<file path="src/rtl/calc_pkg.sv">
// Address/select width helpers derived from the panel geometry.
package calc_pkg;
  function automatic int unsigned clog2_min1(input int unsigned v);
    return (v <= 2) ? 1 : 32'($clog2(v));
  endfunction

  function automatic int unsigned num_row_address_bits(input int unsigned pixel_height);
    return clog2_min1(pixel_height);
  endfunction

  function automatic int unsigned num_column_address_bits(input int unsigned pixel_width);
    return clog2_min1(pixel_width);
  endfunction

  function automatic int unsigned num_pixelcolorselect_bits(input int unsigned bytes_per_pixel);
    return clog2_min1(bytes_per_pixel);
  endfunction
endpackage

</file>
<file path="src/rtl/params_pkg.sv">
// Default panel geometry shared by the display pipeline.
package params_pkg;
  localparam int unsigned BYTES_PER_PIXEL = 3;
  localparam int unsigned PIXEL_HEIGHT    = 32;
  localparam int unsigned PIXEL_WIDTH     = 64;
endpackage

</file>
<file path="src/rtl/control_cmd_dispatch.sv">
// Command dispatcher: decodes an opcode byte, streams the payload to one subcommand
// engine, muxes that engine's RAM bus and aborts it after an inter-byte timeout.
module control_cmd_dispatch #(
  parameter int unsigned BYTES_PER_PIXEL = params_pkg::BYTES_PER_PIXEL,
  parameter int unsigned PIXEL_HEIGHT    = params_pkg::PIXEL_HEIGHT,
  parameter int unsigned PIXEL_WIDTH     = params_pkg::PIXEL_WIDTH,
  parameter int unsigned NUM_SUBCMD      = 4,
  parameter logic [7:0]  OPCODE_BASE     = 8'h41,
  parameter int unsigned TIMEOUT_CYCLES  = 4096,
  parameter int unsigned _UNUSED         = 0,
  localparam int unsigned RB = calc_pkg::num_row_address_bits(PIXEL_HEIGHT),
  localparam int unsigned CB = calc_pkg::num_column_address_bits(PIXEL_WIDTH),
  localparam int unsigned PB = calc_pkg::num_pixelcolorselect_bits(BYTES_PER_PIXEL),
  localparam int unsigned N  = NUM_SUBCMD
) (
  input  logic            clk,
  input  logic            reset,
  input  logic [7:0]      data_in,
  input  logic            enable,
  output logic [N-1:0]    sub_enable,
  output logic [7:0]      sub_data,
  output logic [N-1:0]    sub_reset,
  input  logic [N-1:0]    sub_done,
  input  logic [N-1:0]    sub_we,
  input  logic [N-1:0]    sub_as,
  input  logic [N*RB-1:0] sub_row,
  input  logic [N*CB-1:0] sub_col,
  input  logic [N*PB-1:0] sub_pixel,
  input  logic [N*8-1:0]  sub_do,
  output logic [RB-1:0]   row,
  output logic [CB-1:0]   column,
  output logic [PB-1:0]   pixel,
  output logic [7:0]      data_out,
  output logic            ram_write_enable,
  output logic            ram_access_start,
  output logic            busy,
  output logic            cmd_done,
  output logic            cmd_error
);

  localparam int unsigned SEL_W   = (N > 1) ? 32'($clog2(N)) : 1;
  localparam int unsigned TO_BITS = 32'($clog2(TIMEOUT_CYCLES));
  // _UNUSED has no effect on the hardware.
  localparam int unsigned WD_W    = ((TO_BITS > 16) ? TO_BITS : 16) + (_UNUSED & 0);
  localparam logic [WD_W-1:0] WD_LIMIT = WD_W'(TIMEOUT_CYCLES - 1);

  typedef enum logic [1:0] {IDLE, BUSY, ABORT} state_e;

  state_e             state_q, state_d;
  logic [SEL_W-1:0]   sel_q, sel_d;
  logic [WD_W-1:0]    wd_q, wd_d;
  logic               cmd_done_q, cmd_done_d;
  logic               cmd_error_q, cmd_error_d;
  logic               busy_q, busy_d;
  logic [N-1:0]       sub_reset_q, sub_reset_d;
  logic [7:0]         idx;
  logic               done_sel;

  logic [N-1:0]       sub_enable_c;
  logic [RB-1:0]      row_c;
  logic [CB-1:0]      column_c;
  logic [PB-1:0]      pixel_c;
  logic [7:0]         data_out_c;
  logic               we_c;
  logic               as_c;

  always_ff @(posedge clk or posedge reset) begin
    if (reset) begin
      state_q     <= IDLE;
      sel_q       <= '0;
      wd_q        <= '0;
      cmd_done_q  <= 1'b0;
      cmd_error_q <= 1'b0;
      busy_q      <= 1'b0;
      sub_reset_q <= '0;
    end else begin
      state_q     <= state_d;
      sel_q       <= sel_d;
      wd_q        <= wd_d;
      cmd_done_q  <= cmd_done_d;
      cmd_error_q <= cmd_error_d;
      busy_q      <= busy_d;
      sub_reset_q <= sub_reset_d;
    end
  end

  // Next state: opcode decode, completion, watchdog and one-cycle abort.
  always_comb begin
    state_d     = state_q;
    sel_d       = sel_q;
    wd_d        = wd_q;
    cmd_done_d  = 1'b0;
    cmd_error_d = 1'b0;
    sub_reset_d = '0;
    idx         = data_in - OPCODE_BASE;
    done_sel    = sub_done[sel_q];
    case (state_q)
      IDLE: begin
        wd_d = '0;
        if (enable) begin
          if (32'(idx) < N) begin
            sel_d   = SEL_W'(idx);
            state_d = BUSY;
          end else begin
            cmd_error_d = 1'b1;
          end
        end
      end
      BUSY: begin
        if (done_sel) begin
          state_d    = IDLE;
          cmd_done_d = 1'b1;
          wd_d       = '0;
        end else if (enable) begin
          wd_d = '0;
        end else if (wd_q >= WD_LIMIT) begin
          state_d            = ABORT;
          cmd_error_d        = 1'b1;
          sub_reset_d[sel_q] = 1'b1;
          wd_d               = '0;
        end else if (wd_q != '1) begin
          wd_d = wd_q + WD_W'(1);
        end
      end
      ABORT: begin
        state_d = IDLE;
        wd_d    = '0;
      end
      default: state_d = IDLE;
    endcase
    busy_d = (state_d != IDLE);
  end

  // Byte strobe and RAM bus follow the selected engine only while BUSY.
  always_comb begin
    sub_enable_c = '0;
    row_c        = '0;
    column_c     = '0;
    pixel_c      = '0;
    data_out_c   = '0;
    we_c         = 1'b0;
    as_c         = 1'b0;
    if (state_q == BUSY) begin
      sub_enable_c[sel_q] = enable & ~sub_done[sel_q];
      for (int i = 0; i < N; i++) begin
        if (sel_q == SEL_W'(i)) begin
          row_c      = sub_row[i*RB +: RB];
          column_c   = sub_col[i*CB +: CB];
          pixel_c    = sub_pixel[i*PB +: PB];
          data_out_c = sub_do[i*8 +: 8];
          we_c       = sub_we[i];
          as_c       = sub_as[i];
        end
      end
    end
  end

  assign sub_enable       = sub_enable_c;
  assign sub_data         = data_in;
  assign sub_reset        = sub_reset_q;
  assign row              = row_c;
  assign column           = column_c;
  assign pixel            = pixel_c;
  assign data_out         = data_out_c;
  assign ram_write_enable = we_c;
  assign ram_access_start = as_c;
  assign busy             = busy_q;
  assign cmd_done         = cmd_done_q;
  assign cmd_error        = cmd_error_q;

endmodule

</file>
<file path="config.mk">
export PLATFORM = sky130hd
export DESIGN_NAME = control_cmd_dispatch
export DESIGN_NICKNAME = d
export VERILOG_FILES = /design/src/rtl/calc_pkg.sv /design/src/rtl/params_pkg.sv /design/src/rtl/control_cmd_dispatch.sv
export SDC_FILE = /design/constraint.sdc
export NUM_CORES = 1
export LEC_CHECK = 0
export BUFFER_PORTS_ARGS = -buffer_cell sky130_fd_sc_hd__buf_4
export CAP_MARGIN = 20
export CORE_MARGIN = 5
export CORE_UTILIZATION = 35
export CTS_CLUSTER_SIZE = 10
export DETAILED_ROUTE_END_ITERATION = 8
export PLACE_DENSITY = 0.75
export SYNTH_ARGS = -nofsm -noshare
export SYNTH_HDL_FRONTEND = slang
export SYNTH_SLANG_ARGS = --single-unit
</file>
<file path="constraint.sdc">
create_clock -name clk -period 2.6 [get_ports clk]
set_clock_uncertainty 0.2 [all_clocks]
set_input_delay 0 -clock clk [delete_from_list [all_inputs] [get_ports clk]]
set_output_delay 0 -clock clk [all_outputs]
set_load 0.01 [all_outputs]
</file>
==> results.yml, run 1 <==
floorplan:
  pin_count: 149
  chipWidth_um: 87.57
  design.die.area_um2: 7668
  floorplan.rows: 28
  die-height_um: 87.57
  start_util_pct: 35.78
  design.core.area_um2: 5886
power_and_ir_drop:
  irDropWorstVdd_uv: 187.4
  totalPowerFinal_mw: 1.107
  p_leak_nw: 1.634
  p_per_area_nw_per_um2: 327.2
clock_network:
  cts.reportedPaths.clkPinSlew_ns: 0.09
  clock_sinks: 27
  clock-root-buffer: "clkbuf_8"
  ctsLongestPathBuffers: 2
  clk-insertion-delay-late_ns: 0.27
  ctsHtreeMaxLevel: 1
  numCtsBuffers: 3
  clock_tree_from_tritoncts: "yes"
timing:
  timing.fmax_mhz: 403.0
  setup-tns-final_ns: 0
  rsz0062_at_grt: "false"
  timing.final.crit_share_pct: 95.43
  hold_viol_final: 0
  period_minus_slack_ns: 2.481
  slew_viol_final: 0
  worst_pin_slew_ns: 0.5410
  setup-violations-final: 0
  timing.max_slew.rel_slack_pct: 63.63
  fin_hold_ws_ns: 0.01185
yosys:
  syn_nets: 306
  synth.cell_area_um2: 2106
  seq_area_frac_synth_pct: 32.09
  synthDistinctLibCells: 41
  ys_seq_elements: 27
  yosysWarnings: 0
  syn-instance-count: 197
  syn_avg_cell_area_um2: 10.69
  synth_edf_count: 0
  synth-main-ff-cell: "dfrtp_1"
  async_flop_share_pct: 100.0
setup_path:
  worstRegToRegCells: 4
  critPathKind: "input pin to flip-flop"
  rr_endpoint: "wd_q[5]"
  reg2reg_setup_slack_ns: 0.32
  path_max_fanout: 4
  critical_path.endpoint_type: "flip-flop"
  data_required_time_of_the_critical_path_ns: 2.56
  kind_of_start_point_of_the_critical_path: "input pin"
  cp_data_arrival_time_ns: 2.44
  reg_to_reg_critical_path_startpoint: "wd_q[12]"
placement:
  dp.final_hpwl_um: 5995
  io_buffer_count: 148
  numPlacedInstances: 405
  gp_congestion: 0.8980
detailed_routing:
  post-route-drc-count: 0
  route.detailed.wl_per_inst_um: 17.67
  iteration_0_drc_count_of_the_detailed_router: 141
  routed-via-count: 2175
  wirelength_um: 7404
  drt_pre_antenna_iters: 4
  drt.antenna.violating_nets: 0
  via_per_inst: 5.191
job:
  max_cap_viol_count: 0
min_path:
  hp-class: "input pin to output port"
  worstHoldStart: "data_in[3]"
  whs_endpoint: "sub_data[3]"
  hold_depth: 2
grt:
  globalRouteTotalUtil_pct: 18.77
  first_global_vias: 2297
  maximum_number_of_pins_on_one_net_before_global_route_repair: 30
  grt_first_pass_wirelength_um: 11190
  grt_antenna_before_repair: 0
  overflow: 0
cells_and_area:
  finalNonFillerCells: 419
  share_of_cells_above_drive_strength_1_pct: 54.36
  final_stage_net_count: 454
  syn_to_final_growth_pct: 60.67
  antennaDiodeCount: 0
  layout_commonest_cell: "buf_4"
  post-route-util_pct: 57.48
  filler_cell_count: 541
  highest_count_cells_in_the_layout_ignoring_fill_and_taps: "buf_4, dfrtp_1, nor2b_1"
outcome:
  outcome: "completed"
[critical path, stage by stage]
cell and delay, ns:
dlygate4sd3_1 0.53, buf_4 0.13, or4b_1 0.48, nor4_2 0.34, nand3_1 0.23, mux2i_1 0.16, dlygate4sd3_1 0.56
[worst max-delay path by stage]
stage | startpoint | end | slack (ns) | cells after the start
4_1_cts | data_in[7] | sel_q[0] | 0.01 | 7
3_3_place_gp | wd_q[12] | wd_q[5] | 0.42 | 4
3_5_place_dp | wd_q[12] | wd_q[5] | 0.35 | 4
6_report | data_in[7] | sel_q[0] | 0.12 | 7
2_1_floorplan | sel_q[0] | wd_q[8] | 0.69 | 5
5_1_grt | data_in[7] | sel_q[0] | 0.01 | 7
[power breakdown]
part           internal [mW]  switching (mW)
logic                  0.288           0.152
clock network          0.107           0.129
registers              0.427         0.00468
[layer usage]
layer | up-vias | part of all wire [%] | wire (µm) | global-route usage (%)
met3 | 8 | 7.9 | 587 | 6.679
met4 | 0 | 1.3 | 96 | 3.487
li1 | 1029 | - | - | -
met2 | 91 | 53 | 3923 | 32.33
met1 | 1047 | 38 | 2796 | 22.89
met5 | - | 0 | 0 | 0
[logic make-up after synthesis]
family	synth area share, %
compound gates	8.319
fa+ha+maj	1.188
mux	27.09
buf+inv	6.892
flops	32.09
xor+xnor	0.8320
simple gates	23.59
[cells in the mapped netlist (all sizes together), types with 3 or more instances]
library cell	number	area [µm²]
nor4	3	25.02
nand3	7	35.03
and3	6	37.54
dfrtp	27	675.7
nand2	20	77.58
and4	3	26.28
o21ai	8	40.03
clkbuf	6	22.52
nor2b	25	156.4
mux4	24	540.5
mux2i	3	30.03
nor2	5	18.77
nor3	7	46.30
a31oi	5	31.28
inv	7	26.28
buf	14	96.34
[cell type report]
type	count	area [µm²]	area share, %
inverter	7	26.28	0.7766
tap	75	93.84	2.774
multi-input combinational	143	1291	38.17
clock buffer	3	41.29	1.220
timing repair buffer	163	1249	36.91
sequential	27	676.9	20.01
clock inverter	1	5.005	0.1479
[sequential cells by signal, indices dropped and copies added, names as in the netlist]
signal and count:
state_q 2, cmd_done 1, busy 1, sub_reset 4
wd_q 16, cmd_error 1, sel_q 2
[per-stage QoR]
step,worst slack (ns),instance area [µm²]
floorplan,0.6911,2106
global placement,0.4248,3231
detailed placement,0.3480,3231
CTS,0.009668,3377
global route,0.01053,3383
finish,0.1189,3383
[timing repair]
action	4_1_cts	5_1_grt
gates resized for setup	0	1
hold buffers	10	0
buffers inserted	0	0
hold endpoints to repair	45	0
endpoints found under the setup margin	0	1
Power figures use the tool's default switching activity.
==> run 2, diff against run 1 <==
--- a/config.mk
+++ b/config.mk
@@ -7,10 +7,10 @@
 export LEC_CHECK = 0
 export BUFFER_PORTS_ARGS = -buffer_cell sky130_fd_sc_hd__buf_4
 export CAP_MARGIN = 20
-export CORE_MARGIN = 5
 export CORE_UTILIZATION = 35
 export CTS_CLUSTER_SIZE = 10
 export DETAILED_ROUTE_END_ITERATION = 8
+export HOLD_SLACK_MARGIN = 0.1
 export PLACE_DENSITY = 0.75
 export SYNTH_ARGS = -nofsm -noshare
 export SYNTH_HDL_FRONTEND = slang
==> constraint.sdc (replaced) <==
create_clock -name clk -period 2.4 [get_ports clk]
set_clock_uncertainty 0.2 [all_clocks]
set_input_delay 0 -clock clk [delete_from_list [all_inputs] [get_ports clk]]
set_output_delay 0 -clock clk [all_outputs]
set_load 0.01 [all_outputs]
==> run 2 against run 1 <==
Die area down 17%. Non-clock buffer count rose by 2. First-iteration DRC count fell by 2.8%. Wire length shrank 3.9%. Clock power grew 6%. Critical endpoint is now sub_reset[1]. Flip-flop and latch count unchanged. Sequential share of layout area decreased by 0.16 points. Highest routed layer is now met5. Cell area is 0.81% higher. Core utilization is 3.0 points higher. Worst hold slack better by 0.093 ns. Count of clock-buffer cells in the layout did not move. Global-route usage increased by 3.8 points.
==> results.yml, run 2 (synthesis results as in run 1) <==
outcome:
  outcome: "completed"
setup_path:
  path_max_fanout: 13
  critPathKind: "flip-flop to flip-flop"
  cp_data_arrival_time_ns: 2.18
  data_required_time_of_the_critical_path_ns: 2.39
  kind_of_start_point_of_the_critical_path: "flip-flop"
  critical_path.endpoint_type: "flip-flop"
min_path:
  hp-class: "input pin to flip-flop"
job:
  max_cap_viol_count: 0
timing:
  setup-violations-final: 0
  setup-tns-final_ns: 0
  slew_viol_final: 0
  rsz0062_at_grt: "false"
  worst_pin_slew_ns: 0.4914
  timing.final.crit_share_pct: 91.28
  period_minus_slack_ns: 2.191
  timing.max_slew.rel_slack_pct: 67.24
  timing.fmax_mhz: 456.5
  worst_slack_ns: 0.2092
  hold_viol_final: 0
floorplan:
  floorplan.rows: 27
  start_util_pct: 37.33
  design.core.area_um2: 5642
  chipWidth_um: 79.57
  die-height_um: 79.57
  design.die.area_um2: 6331
  pin_count: 149
clock_network:
  ctsHtreeMaxLevel: 1
  clock-root-buffer: "clkbuf_8"
  cts.reportedPaths.clkPinSlew_ns: 0.09
  cts_repair_resize_count: 0
  clk-insertion-delay-late_ns: 0.27
  numCtsBuffers: 3
  post_cts_hold_buffer_count: 10
  clock_tree_from_tritoncts: "yes"
  clock_sinks: 27
  ctsLongestPathBuffers: 2
  cts_post_setup_buffers_inserted: 0
placement:
  gp_congestion: 0.8470
  placedInstanceArea_um2: 3227
  dp.final_hpwl_um: 5625
  io_buffer_count: 148
  dpl_worst_slack_ns: 0.2262
detailed_routing:
  via_per_inst: 5.325
  routed-via-count: 2226
  wirelength_um: 7117
  iteration_0_drc_count_of_the_detailed_router: 137
  drt.antenna.violating_nets: 0
  route.detailed.wl_per_inst_um: 17.03
  post-route-drc-count: 0
  drt_pre_antenna_iters: 5
grt:
  globalRouteTotalUtil_pct: 22.57
  overflow: 0
  maximum_number_of_pins_on_one_net_before_global_route_repair: 30
  grt_first_pass_wirelength_um: 10980
  first_global_vias: 2262
  grt_antenna_before_repair: 1
cells_and_area:
  max_reg_flops: 16
  final_stage_net_count: 456
  share_of_cells_above_drive_strength_1_pct: 54.05
  top_register: "wd_q"
  total_area_of_multi_input_combinational_cells_um2: 1285
  antennaDiodeCount: 0
  layout_commonest_cell: "buf_4"
  sequential_cell_area_um2: 676.9
  highest_count_cells_in_the_layout_ignoring_fill_and_taps: "buf_4, dfrtp_1, nor2b_1"
  syn_to_final_growth_pct: 61.97
  filler_cell_count: 481
  final_cell_area_excluding_filler_cells_um2: 3411
  post-route-util_pct: 60.46
power_and_ir_drop:
  p_per_area_nw_per_um2: 350.7
  totalPowerFinal_mw: 1.196
  p_leak_nw: 1.649
  irDropWorstVdd_uv: 261.3
==> run 2: layout make-up <==
type	count	share of cell area, %
sequential	27	19.85
clock buffer	3	1.211
tap	72	2.641
inverter	7	0.7704
timing repair buffer	165	37.71
multi-input combinational	143	37.67
clock inverter	1	0.1467
==> run 2: final timing paths <==
kind	startpoint	end	slack [ns]	depth (start not counted)
worst min-delay path	sub_done[3]	busy	0.10	3
worst max-delay path	wd_q[0]	sub_reset[1]	0.21	5
min in group asynchronous	reset	wd_q[2]	0.56	4
max in group asynchronous	reset	sel_q[0]	1.04	5
worst min register to register	wd_q[10]	wd_q[10]	0.32	1
worst max register to register	wd_q[0]	sub_reset[1]	0.21	5
==> run 2: through the flow <==
step / hold slack [ns] / std cells
2_1_floorplan: -0.1473 / 197
3_5_place_dp: -0.01365 / 402
4_1_cts: 0.1019 / 416
3_3_place_gp: -0.01455 / 402
6_report: 0.1047 / 418
5_1_grt: 0.1168 / 418
==> run 2: critical path: stages (launching register included) <==
cell and delay (ns):
dfrtp_1 0.40, ha_1 0.24, nand3_1 0.14, o41a_1 0.59, nand2b_1 0.34, nor3_1 0.20
==> run 2: power by group <==
group,internal (mW),leakage [nW],switching (mW)
Combinational,0.315,1.26,0.163
Clock,0.116,0.0255,0.135
Sequential,0.462,0.366,0.00514
Total,0.893,1.65,0.303
==> run 2: metal layers <==
layer	wire [µm]	GRT usage [%]	vias to the layer above
met2	3725	37.95	106
met3	500	4.914	13
met1	2760	29.41	1073
met4	113	5.455	2
li1	-	-	1032
met5	17	0	-
